$ cat config.mk
export PLATFORM = sky130hd
export DESIGN_NAME = pulse_conditioner
export DESIGN_NICKNAME = d
export VERILOG_FILES = /design/src/rtl/pulse_conditioner.sv
export SDC_FILE = /design/constraint.sdc
export NUM_CORES = 1
export LEC_CHECK = 0
export BUFFER_PORTS_ARGS = -buffer_cell sky130_fd_sc_hd__buf_2
export CAP_MARGIN = 20
export CORE_ASPECT_RATIO = 0.7
export CORE_MARGIN = 5
export CORE_UTILIZATION = 60
export DETAILED_ROUTE_END_ITERATION = 10
export PLACE_DENSITY_LB_ADDON = 0.2
export SLEW_MARGIN = 20
export SYNTH_ARGS = -nofsm -noshare
export SYNTH_HDL_FRONTEND = slang
export SYNTH_SLANG_ARGS = --single-unit
$ cat constraint.sdc
create_clock -name clk_in -period 2.4 [get_ports clk_in]
set_input_delay 0.6 -clock clk_in [delete_from_list [all_inputs] [get_ports clk_in]]
set_output_delay 0.6 -clock clk_in [all_outputs]
set_load 0.03 [all_outputs]
$ cat src/rtl/pulse_conditioner.sv
// Input conditioner: synchroniser, glitch filter, edge-to-pulse with
// optional hold-off window and a saturating glitch counter.
module pulse_conditioner #(
  parameter int unsigned SYNC_STAGES    = 2,
  parameter int unsigned FILTER_CYCLES  = 16,
  parameter int unsigned EDGE_MODE      = 0,
  parameter int unsigned HOLDOFF_CYCLES = 0
) (
  input  logic       clk_in,
  input  logic       rst_n_in,
  input  logic       raw_in,
  input  logic       enable_in,
  output logic       pulse_out,
  output logic       level_out,
  output logic       busy_out,
  output logic [7:0] glitch_cnt_out
);

  localparam int unsigned CW =
    (FILTER_CYCLES > 1) ? $clog2(FILTER_CYCLES) : 1;
  localparam logic [CW-1:0] FLAST = CW'(FILTER_CYCLES - 1);
  localparam logic [31:0] HOLD_VAL = 32'(HOLDOFF_CYCLES);

  typedef enum logic {
    IDLE,
    HOLD
  } state_e;

  logic [SYNC_STAGES-1:0] sync_q;
  logic                   sync;
  logic [CW-1:0]          fcnt_q, fcnt_d;
  logic                   level_q, level_d;
  logic                   level_prev_q;
  logic [7:0]             gcnt_q, gcnt_d;
  logic                   rise, fall, qual;
  state_e                 state_q, state_d;
  logic [31:0]            hcnt_q, hcnt_d;
  logic                   pulse_q, pulse_d;

  assign sync = sync_q[SYNC_STAGES-1];

  always_ff @(posedge clk_in or negedge rst_n_in) begin
    if (!rst_n_in) begin
      sync_q       <= '0;
      fcnt_q       <= '0;
      level_q      <= 1'b0;
      level_prev_q <= 1'b0;
      gcnt_q       <= '0;
      state_q      <= IDLE;
      hcnt_q       <= '0;
      pulse_q      <= 1'b0;
    end else begin
      sync_q       <= {sync_q[SYNC_STAGES-2:0], raw_in};
      fcnt_q       <= fcnt_d;
      level_q      <= level_d;
      level_prev_q <= level_q;
      gcnt_q       <= gcnt_d;
      state_q      <= state_d;
      hcnt_q       <= hcnt_d;
      pulse_q      <= pulse_d;
    end
  end

  // Acceptance at F-1 takes priority over a glitch ending that cycle.
  always_comb begin
    fcnt_d  = fcnt_q;
    level_d = level_q;
    gcnt_d  = gcnt_q;
    if (sync != level_q) begin
      if (fcnt_q == FLAST) begin
        level_d = ~level_q;
        fcnt_d  = '0;
      end else begin
        fcnt_d = fcnt_q + 1'b1;
      end
    end else if (fcnt_q != '0) begin
      fcnt_d = '0;
      if (gcnt_q != 8'hFF) gcnt_d = gcnt_q + 8'd1;
    end
  end

  assign rise = level_q & ~level_prev_q;
  assign fall = ~level_q & level_prev_q;
  assign qual = (EDGE_MODE == 0) ? rise :
                (EDGE_MODE == 1) ? fall : (rise | fall);

  always_comb begin
    state_d = state_q;
    hcnt_d  = hcnt_q;
    pulse_d = 1'b0;
    if (!enable_in) begin
      state_d = IDLE;
      hcnt_d  = '0;
    end else begin
      unique case (state_q)
        IDLE: begin
          if (qual) begin
            pulse_d = 1'b1;
            hcnt_d  = HOLD_VAL;
            if (HOLD_VAL != 32'd0) state_d = HOLD;
          end
        end
        HOLD: begin
          if (hcnt_q <= 32'd1) begin
            state_d = IDLE;
            hcnt_d  = '0;
          end else begin
            hcnt_d = hcnt_q - 32'd1;
          end
        end
      endcase
    end
  end

  assign pulse_out      = pulse_q & enable_in;
  assign level_out      = level_q;
  assign busy_out       = (hcnt_q != 32'd0);
  assign glitch_cnt_out = gcnt_q;

endmodule

==> report_table.html, run 1 <==
<table>
<tr><th>Metric</th><th>Value</th></tr>
<tr><th colspan="2">Setup path</th></tr>
<tr><td>Crit path kind</td><td>flip-flop to output pin</td></tr>
<tr><td>Max FO, Critical Path</td><td>5</td></tr>
<tr><td>Reg2reg path depth</td><td>6</td></tr>
<tr><td>Worst reg2reg endpoint</td><td>hcnt_q[31]$_DFFE_PN0P_</td></tr>
<tr><td>Worst setup slack for register-to-register paths</td><td>-0.04 ns</td></tr>
<tr><td>Crit. End Element</td><td>output pin</td></tr>
<tr><td>Critical Path RT</td><td>1.80 ns</td></tr>
<tr><td>Kind of start point of the critical path</td><td>flip-flop</td></tr>
<tr><td>Critical path data arrival time</td><td>1.96 ns</td></tr>
<tr><td>Start of the worst register-to-register path</td><td>hcnt_q[11]$_DFFE_PN0P_</td></tr>
<tr><th colspan="2">STA</th></tr>
<tr><td>Count of final max-slew check failures</td><td>0</td></tr>
<tr><td>Setup slack of the critical path after layout</td><td>-0.1588 ns</td></tr>
<tr><td>Maximum operating frequency</td><td>0.3908 GHz</td></tr>
<tr><td>Tmin final</td><td>2.559 ns</td></tr>
<tr><td>Setup repair after global routing missed its margin</td><td>true</td></tr>
<tr><td>Period utilization</td><td>1.066</td></tr>
<tr><td>Worst rel slew slack</td><td>0.6278</td></tr>
<tr><td>Number of endpoints with negative hold slack in the final report</td><td>0</td></tr>
<tr><td>Post-route clock skew</td><td>around 0.0046 ns</td></tr>
<tr><td>Transition time at the pin with the least slew margin</td><td>0.5531 ns</td></tr>
<tr><td>Setup violations, final</td><td>2</td></tr>
<tr><th colspan="2">Route</th></tr>
<tr><td>Average detailed-routed wire length per instance</td><td>between 15 and 20 um</td></tr>
<tr><td>Drt via density</td><td>5.859</td></tr>
<tr><td>Detail Route Antenna Nets</td><td>0</td></tr>
<tr><td>Number of DRC violations after detailed-routing iteration 0</td><td>117</td></tr>
<tr><td>Number of iterations in the first detailed-routing pass</td><td>4</td></tr>
<tr><td>Detailed-route wire length</td><td>5.415 mm</td></tr>
<tr><td>DR vias</td><td>around 2000</td></tr>
<tr><td>DRC violation count after routing</td><td>0</td></tr>
<tr><th colspan="2">Clock tree</th></tr>
<tr><td>TritonCTS clock tree</td><td>done</td></tr>
<tr><td>CTS max path bufs</td><td>2</td></tr>
<tr><td>Clock transition at the registers of the reported paths</td><td>0.09 ns</td></tr>
<tr><td>Maximum level of the CTS H-tree</td><td>2</td></tr>
<tr><td>Clock Latency Late Sink</td><td>0.30 ns</td></tr>
<tr><td>Cell chosen for the clock root</td><td>clkbuf_8</td></tr>
<tr><td>Clock buffers created by TritonCTS</td><td>5</td></tr>
<tr><td>Clock sinks</td><td>50</td></tr>
<tr><td>Hold buffers post-CTS</td><td>0</td></tr>
<tr><th colspan="2">Layout</th></tr>
<tr><td>Post-layout util</td><td>0.7469</td></tr>
<tr><td>Fraction of final layout cells with drive strength greater than 1</td><td>0.2199</td></tr>
<tr><td>Final #Nets</td><td>roughly 290</td></tr>
<tr><td>Area growth, synth to finish</td><td>18.25%</td></tr>
<tr><td>Total inserted antenna cells</td><td>0</td></tr>
<tr><td>Fillcell total</td><td>287</td></tr>
<tr><td>Count of placed standard cells in the final layout, fillers left out</td><td>334</td></tr>
<tr><td>Design area</td><td>2983 sq um</td></tr>
<tr><th colspan="2">Place</th></tr>
<tr><td>Placed instance area</td><td>2764 sq um</td></tr>
<tr><td>Worst setup slack before clock tree synthesis</td><td>between 0.07 and 0.08 ns</td></tr>
<tr><td>Post-DP HPWL</td><td>3.542 mm</td></tr>
<tr><td>Placed insts</td><td>around 320</td></tr>
<tr><td>Final weighted congestion of routability-driven global placement</td><td>0.8024</td></tr>
<tr><td>Number of I/O port buffers</td><td>14</td></tr>
<tr><th colspan="2">Yosys</th></tr>
<tr><td>Total of flip-flops plus latches after synthesis</td><td>50</td></tr>
<tr><td>Mapped cell area</td><td>about 2500 sq um</td></tr>
<tr><td>Instance count of the mapped netlist</td><td>248</td></tr>
<tr><td>Number of flops mapped to enable cells by yosys</td><td>0</td></tr>
<tr><td>YS warnings</td><td>0</td></tr>
<tr><td>Synth top area share</td><td>0.4960</td></tr>
<tr><td>Leading post-synthesis cells by instance count</td><td>dfrtp_1, nor2_1, xor2_1</td></tr>
<tr><td>Count of cell types in the netlist</td><td>48</td></tr>
<tr><td>Leading area contributor after synthesis</td><td>dfrtp_1</td></tr>
<tr><td>Avg Inst Size Synth</td><td>10.17 sq um</td></tr>
<tr><td>Library cell with the highest instance count after synthesis</td><td>dfrtp_1</td></tr>
<tr><td>Async SR Flop Fraction</td><td>1.000</td></tr>
<tr><td>Cell types with the largest area share after synthesis</td><td>dfrtp_1, xor2_1, nor2_1</td></tr>
<tr><td>Ys flop type</td><td>dfrtp_1</td></tr>
<tr><td>Sequential fraction of the synthesis area</td><td>0.4960</td></tr>
<tr><td>Synth Net Count</td><td>258</td></tr>
<tr><th colspan="2">Floorplan</th></tr>
<tr><td>Vertical extent of the die</td><td>64.25 um</td></tr>
<tr><td>Core footprint</td><td>3994 sq um</td></tr>
<tr><td>Die W</td><td>87.50 um</td></tr>
<tr><td>Total I/O pin count</td><td>15</td></tr>
<tr><td>Starting density of the core</td><td>0.6316</td></tr>
<tr><td>Number of cell rows</td><td>19</td></tr>
<tr><td>Overall die area</td><td>5621 sq um</td></tr>
<tr><th colspan="2">Pwr</th></tr>
<tr><td>Ratio of total power to cell area</td><td>~1600 nW/um^2</td></tr>
<tr><td>Largest vdd supply drop</td><td>between 0.9 and 1 mV</td></tr>
<tr><td>Leakage dissipation</td><td>1.378 nW</td></tr>
<tr><th colspan="2">Global route</th></tr>
<tr><td>Largest net degree at the start of global routing</td><td>51</td></tr>
<tr><td>GRT Util Overall</td><td>0.2180</td></tr>
<tr><td>Wire length of the first global-routing pass</td><td>9.508 mm</td></tr>
<tr><td>Sum of overflow across all layers after global routing</td><td>0</td></tr>
<tr><td>Via count of the first global-routing pass</td><td>~1900</td></tr>
<tr><td>Initial antenna violation count</td><td>0</td></tr>
<tr><th colspan="2">Flow run</th></tr>
<tr><td>Maxcap violations</td><td>0</td></tr>
<tr><th colspan="2">Hold path</th></tr>
<tr><td>Path type of the worst min-delay path</td><td>primary input to async pin</td></tr>
<tr><th colspan="2">Run status</th></tr>
<tr><td>Run status</td><td>complete, but fails checks</td></tr>
<tr><td>Violations in the final reports</td><td>negative setup slack</td></tr>
</table>
-- where the power goes --
part | switching, mW | leakage, nW | internal, mW | total (mW)
sequential | 0.359 | 0.668 | 1.11 | 1.47
combinational | 1.34 | 0.639 | 1.13 | 2.47
clock | 0.275 | 0.0714 | 0.444 | 0.719
-- layout make-up --
class	instances	area (sq um)	area share
multi-input combinational	185	1264	0.4237
sequential	50	1252	0.4199
timing repair buffer	31	229.0	0.07676
clock buffer	6	82.58	0.02768
tap	52	65.06	0.02181
clock inverter	2	60.06	0.02013
inverter	8	30.03	0.01007
-- registers in the layout, indices dropped and copies added, names as in the netlist --
name and flops:
fcnt_q 4, glitch_cnt_out 8, hcnt_q 32, level_out 1, level_prev_q 1, pulse_q 1, state_q 1, sync_q 2
-- critical path, stage by stage (launching register included) --
cell and delay (ns):
dfrtp_2 0.46, or4_4 0.53, nor3b_4 0.25, nand4_2 0.15, inv_1 0.07, nand2_1 0.06
buf_6 0.13
-- worst max path at each step --
| stage | start | end | slack (ns) | cells past startpoint |
|---|---|---|---|---|
| 5_1_grt | hcnt_q[9]$_DFFE_PN0P_ | busy_out | -0.26 | 6 |
| 4_1_cts | hcnt_q[9]$_DFFE_PN0P_ | busy_out | -0.14 | 6 |
| 3_5_place_dp | hcnt_q[0]$_DFFE_PN0P_ | hcnt_q[30]$_DFFE_PN0P_ | 0.08 | 7 |
| 2_1_floorplan | hcnt_q[10]$_DFFE_PN0P_ | busy_out | 0.11 | 5 |
| 6_report | hcnt_q[9]$_DFFE_PN0P_ | busy_out | -0.16 | 6 |
| 3_3_place_gp | hcnt_q[0]$_DFFE_PN0P_ | hcnt_q[30]$_DFFE_PN0P_ | 0.13 | 7 |
-- cells by family after synthesis --
group	Yosys count	synth area share
AND/OR/NAND/NOR	116	0.2485
flip-flops	50	0.4960
XOR/XNOR	34	0.1181
AO/OA/AOI/OAI	27	0.07440
buffers and inverters	13	0.02431
adder cells (fa/ha/maj)	6	0.02976
multiplexers	2	0.008928
-- cell usage in the layout (no fill, tap or decap), drive strengths merged, types with 7 or more instances in the layout --
| cell type | netlist | final |
|---|---|---|
| xor2 | 19 | 19 |
| o21ai | 7 | 7 |
| xnor2 | 15 | 15 |
| nand2 | 14 | 14 |
| dfrtp | 50 | 50 |
| buf | 3 | 31 |
| nor3 | 9 | 9 |
| inv | 8 | 8 |
| nand4 | 12 | 12 |
| a21oi | 7 | 7 |
| nor4 | 9 | 9 |
| nor2 | 41 | 41 |
-- per-layer routing --
layer  up-vias  GRT usage  routed length, um
met5         -          0                  0
met4         0    0.07471                 81
met3        10    0.04236                297
met2        65     0.3102               2342
met1       942     0.3311               2693
li1        940          -                  -
-- repair_timing --
| action | CTS | global route |
|---|---|---|
| resized for setup | 7 | 5 |
| buffers inserted | 2 | 0 |
| pin swaps | 0 | 1 |
| endpoints found under the setup margin | 1 | 7 |
-- stage by stage --
step | total power, mW | setup TNS, ns | hold WS [ns]
final | 4.661 | -0.2020 | 0.2728
after CTS | 4.539 | -0.1380 | 0.2739
after global placement | 3.633 | 0 | 0.3329
after global routing | 5.028 | -0.6146 | 0.2818
after floorplan | 2.912 | 0 | 0.3044
after detailed placement | 3.672 | 0 | 0.3373
Note: power is estimated with default switching activity, not from simulation.
==> run 2, diff against run 1 <==
- CORE_UTILIZATION: 60 -> 54
- clock period: 2.4 -> 2.15 ns (I/O delays scaled with it)
==> run 2 against run 1 <==
  * Critical endpoint unchanged
  * Routed wire length up 11%
  * Combinational power is 47% higher
  * Setup slack lost 0.15 ns
  * First-iteration DRC count rose by 46%
  * The run still ends with negative setup slack left
  * Largest cell class unchanged
  * Clock power up 11%
  * Utilization grew 1.8 points
==> report_table.html, run 2 (synthesis gave the netlist of run 1 again) <==
<table>
<tr><th>Metric</th><th>Value</th></tr>
<tr><th colspan="2">Hold path</th></tr>
<tr><td>Path type of the worst min-delay path</td><td>primary input to async pin</td></tr>
<tr><th colspan="2">Layout</th></tr>
<tr><td>Total inserted antenna cells</td><td>0</td></tr>
<tr><td>Most common cell after layout, fill and taps aside</td><td>dfrtp_1</td></tr>
<tr><td>Leading cell types in the layout, fill and taps excluded</td><td>dfrtp_1, buf_4, nor2_1</td></tr>
<tr><td>Fraction of final layout cells with drive strength greater than 1</td><td>0.3270</td></tr>
<tr><td>Flip-flop count of the largest register after layout</td><td>32</td></tr>
<tr><td>Final #Nets</td><td>327</td></tr>
<tr><td>Design area</td><td>between 3000 and 4000 sq um</td></tr>
<tr><td>Area growth, synth to finish</td><td>34.33%</td></tr>
<tr><td>Post-layout util</td><td>0.7650</td></tr>
<tr><td>Biggest register</td><td>hcnt_q</td></tr>
<tr><th colspan="2">Clock tree</th></tr>
<tr><td>Clock transition at the registers of the reported paths</td><td>0.09 ns</td></tr>
<tr><td>Cell chosen for the clock root</td><td>clkbuf_8</td></tr>
<tr><td>CTS max path bufs</td><td>2</td></tr>
<tr><td>Clock buffers created by TritonCTS</td><td>5</td></tr>
<tr><td>Maximum level of the CTS H-tree</td><td>2</td></tr>
<tr><td>TritonCTS clock tree</td><td>done</td></tr>
<tr><td>Clock sinks</td><td>50</td></tr>
<tr><td>Clock Latency Late Sink</td><td>0.30 ns</td></tr>
<tr><th colspan="2">Setup path</th></tr>
<tr><td>Worst setup slack for register-to-register paths</td><td>-0.13 ns</td></tr>
<tr><td>Critical path data arrival time</td><td>1.92 ns</td></tr>
<tr><td>Reg2reg path depth</td><td>10</td></tr>
<tr><td>Critical Path RT</td><td>approximately 1.6 ns</td></tr>
<tr><td>Kind of start point of the critical path</td><td>flip-flop</td></tr>
<tr><td>Worst reg2reg endpoint</td><td>hcnt_q[7]$_DFFE_PN0P_</td></tr>
<tr><td>Max FO, Critical Path</td><td>2</td></tr>
<tr><td>Crit path kind</td><td>flip-flop to output pin</td></tr>
<tr><td>Start of the worst register-to-register path</td><td>hcnt_q[20]$_DFFE_PN0P_</td></tr>
<tr><td>Crit. End Element</td><td>output pin</td></tr>
<tr><th colspan="2">STA</th></tr>
<tr><td>Worst hold slack after final layout</td><td>0.1988 ns</td></tr>
<tr><td>Setup TNS after final layout</td><td>-2.944 ns</td></tr>
<tr><td>Transition time at the pin with the least slew margin</td><td>0.7054 ns</td></tr>
<tr><td>Period utilization</td><td>1.144</td></tr>
<tr><td>Setup repair after global routing missed its margin</td><td>true</td></tr>
<tr><td>Setup violations, final</td><td>32</td></tr>
<tr><td>Post-route clock skew</td><td>0.006612 ns</td></tr>
<tr><td>Count of final max-slew check failures</td><td>0</td></tr>
<tr><td>Number of endpoints with negative hold slack in the final report</td><td>0</td></tr>
<tr><td>Maximum operating frequency</td><td>just over 0.4 GHz</td></tr>
<tr><td>Worst rel slew slack</td><td>0.5287</td></tr>
<tr><td>Tmin final</td><td>2.460 ns</td></tr>
<tr><td>Setup slack of the critical path after layout</td><td>-0.3103 ns</td></tr>
<tr><th colspan="2">Global route</th></tr>
<tr><td>Via count of the first global-routing pass</td><td>2104</td></tr>
<tr><td>Sum of overflow across all layers after global routing</td><td>0</td></tr>
<tr><td>Initial antenna violation count</td><td>0</td></tr>
<tr><td>Largest net degree at the start of global routing</td><td>51</td></tr>
<tr><td>GRT Util Overall</td><td>0.2055</td></tr>
<tr><td>Wire length of the first global-routing pass</td><td>9.798 mm</td></tr>
<tr><th colspan="2">Route</th></tr>
<tr><td>Detail Route Antenna Nets</td><td>0</td></tr>
<tr><td>DR vias</td><td>just over 2000</td></tr>
<tr><td>Average detailed-routed wire length per instance</td><td>approximately 16 um</td></tr>
<tr><td>Number of iterations in the first detailed-routing pass</td><td>4</td></tr>
<tr><td>Detailed-route wire length</td><td>6.007 mm</td></tr>
<tr><td>Number of DRC violations after detailed-routing iteration 0</td><td>171</td></tr>
<tr><td>Drt via density</td><td>about 5.6</td></tr>
<tr><td>DRC violation count after routing</td><td>0</td></tr>
<tr><th colspan="2">Place</th></tr>
<tr><td>Number of I/O port buffers</td><td>14</td></tr>
<tr><td>Post-DP HPWL</td><td>3.795 mm</td></tr>
<tr><td>Final weighted congestion of routability-driven global placement</td><td>approximately 0.84</td></tr>
<tr><td>Placed instance area</td><td>2993 sq um</td></tr>
<tr><th colspan="2">Pwr</th></tr>
<tr><td>PnR Total Power</td><td>5.986 mW</td></tr>
<tr><td>Ratio of total power to cell area</td><td>around 1800 nW/um^2</td></tr>
<tr><td>Switching power total</td><td>2.453 mW</td></tr>
<tr><td>Combinational cell fraction of total power</td><td>0.605</td></tr>
<tr><td>Sw Ratio</td><td>0.4098</td></tr>
<tr><td>Leakage dissipation</td><td>1.593 nW</td></tr>
<tr><td>Relative contribution of the clock network to total power</td><td>0.133</td></tr>
<tr><td>Sequential group share of total power</td><td>0.262</td></tr>
<tr><td>Largest vdd supply drop</td><td>0.9565 mV</td></tr>
<tr><td>Internal power component</td><td>3.533 mW</td></tr>
<tr><th colspan="2">Floorplan</th></tr>
<tr><td>Number of cell rows</td><td>20</td></tr>
<tr><td>Starting density of the core</td><td>0.5695</td></tr>
<tr><td>Vertical extent of the die</td><td>67.18 um</td></tr>
<tr><td>Total I/O pin count</td><td>15</td></tr>
<tr><td>Overall die area</td><td>slightly above 6000 sq um</td></tr>
<tr><td>Core footprint</td><td>4429 sq um</td></tr>
<tr><td>Die W</td><td>about 92 um</td></tr>
<tr><th colspan="2">Run status</th></tr>
<tr><td>Run status</td><td>complete, but fails checks</td></tr>
<tr><td>Violations in the final reports</td><td>negative setup slack</td></tr>
<tr><th colspan="2">Flow run</th></tr>
<tr><td>Maxcap violations</td><td>0</td></tr>
</table>
-- run 2: cell types whose count changed in the layout (fill, tap and decap cells not counted), sizes merged --
| cell | change |
|---|---|
| buf | +35 |
| clkbuf | +1 |
-- run 2: layout make-up --
cell class / instances / area [sq um]
timing repair buffer: 67 / 571.8
clock inverter: 2 / 60.06
inverter: 8 / 30.03
fill: 293 / 1041
clock buffer: 6 / 82.58
multi-input combinational: 185 / 1324
tap: 55 / 68.82
sequential: 50 / 1251
-- run 2: what timing repair did --
item | 4_1_cts | 5_1_grt
gates resized for setup | 15 | 12
pin swaps | 2 | 7
hold buffers | 0 | 0
setup buffers | 4 | 2
gates cloned | 2 | 1
setup endpoints to repair | 30 | 33
-- run 2: worst max path at each step --
stage | startpoint | depth (start not counted) | slack, ns | to
3_3_place_gp | hcnt_q[0]$_DFFE_PN0P_ | 8 | -0.1 | hcnt_q[30]$_DFFE_PN0P_
3_5_place_dp | hcnt_q[0]$_DFFE_PN0P_ | 8 | -0.09 | hcnt_q[30]$_DFFE_PN0P_
4_1_cts | hcnt_q[20]$_DFFE_PN0P_ | 7 | -0.36 | busy_out
2_1_floorplan | hcnt_q[11]$_DFFE_PN0P_ | 5 | -0.02 | busy_out
5_1_grt | hcnt_q[20]$_DFFE_PN0P_ | 7 | -0.38 | busy_out
6_report | hcnt_q[20]$_DFFE_PN0P_ | 7 | -0.31 | busy_out
-- run 2: layer usage --
metal	part of all wire	wire length, um	vias up	GRT usage
li1	-	-	1009	-
met1	0.48	2881	1011	0.2872
met2	0.46	2786	46	0.3312
met3	0.040	239	12	0.04232
met4	0.017	100	0	0.05556
met5	0	0	-	0
-- run 2: stage by stage --
step	std cells	worst slack [ns]
floorplan	248	-0.02374
global placement	356	-0.09992
detailed placement	356	-0.08667
CTS	370	-0.3624
global route	373	-0.3815
finish	373	-0.3103
-- run 2: power by group through the flow --
stage | Combinational, mW | Clock [mW] | Sequential (mW)
floorplan | 1.65 | 0 | 1.63
global placement | 2.90 | 0 | 1.53
CTS | 3.37 | 0.807 | 1.55
finish | 3.62 | 0.796 | 1.57
global route | 3.93 | 0.850 | 1.62
detailed placement | 2.96 | 0 | 1.55
-- run 2: critical path, cell delays in order (launching register included) --
cell and delay (ns):
dfrtp_1 0.39, or4_4 0.56, nor4_4 0.16, buf_4 0.18, nand4_4 0.08, inv_2 0.08
nand2_4 0.04, buf_6 0.13
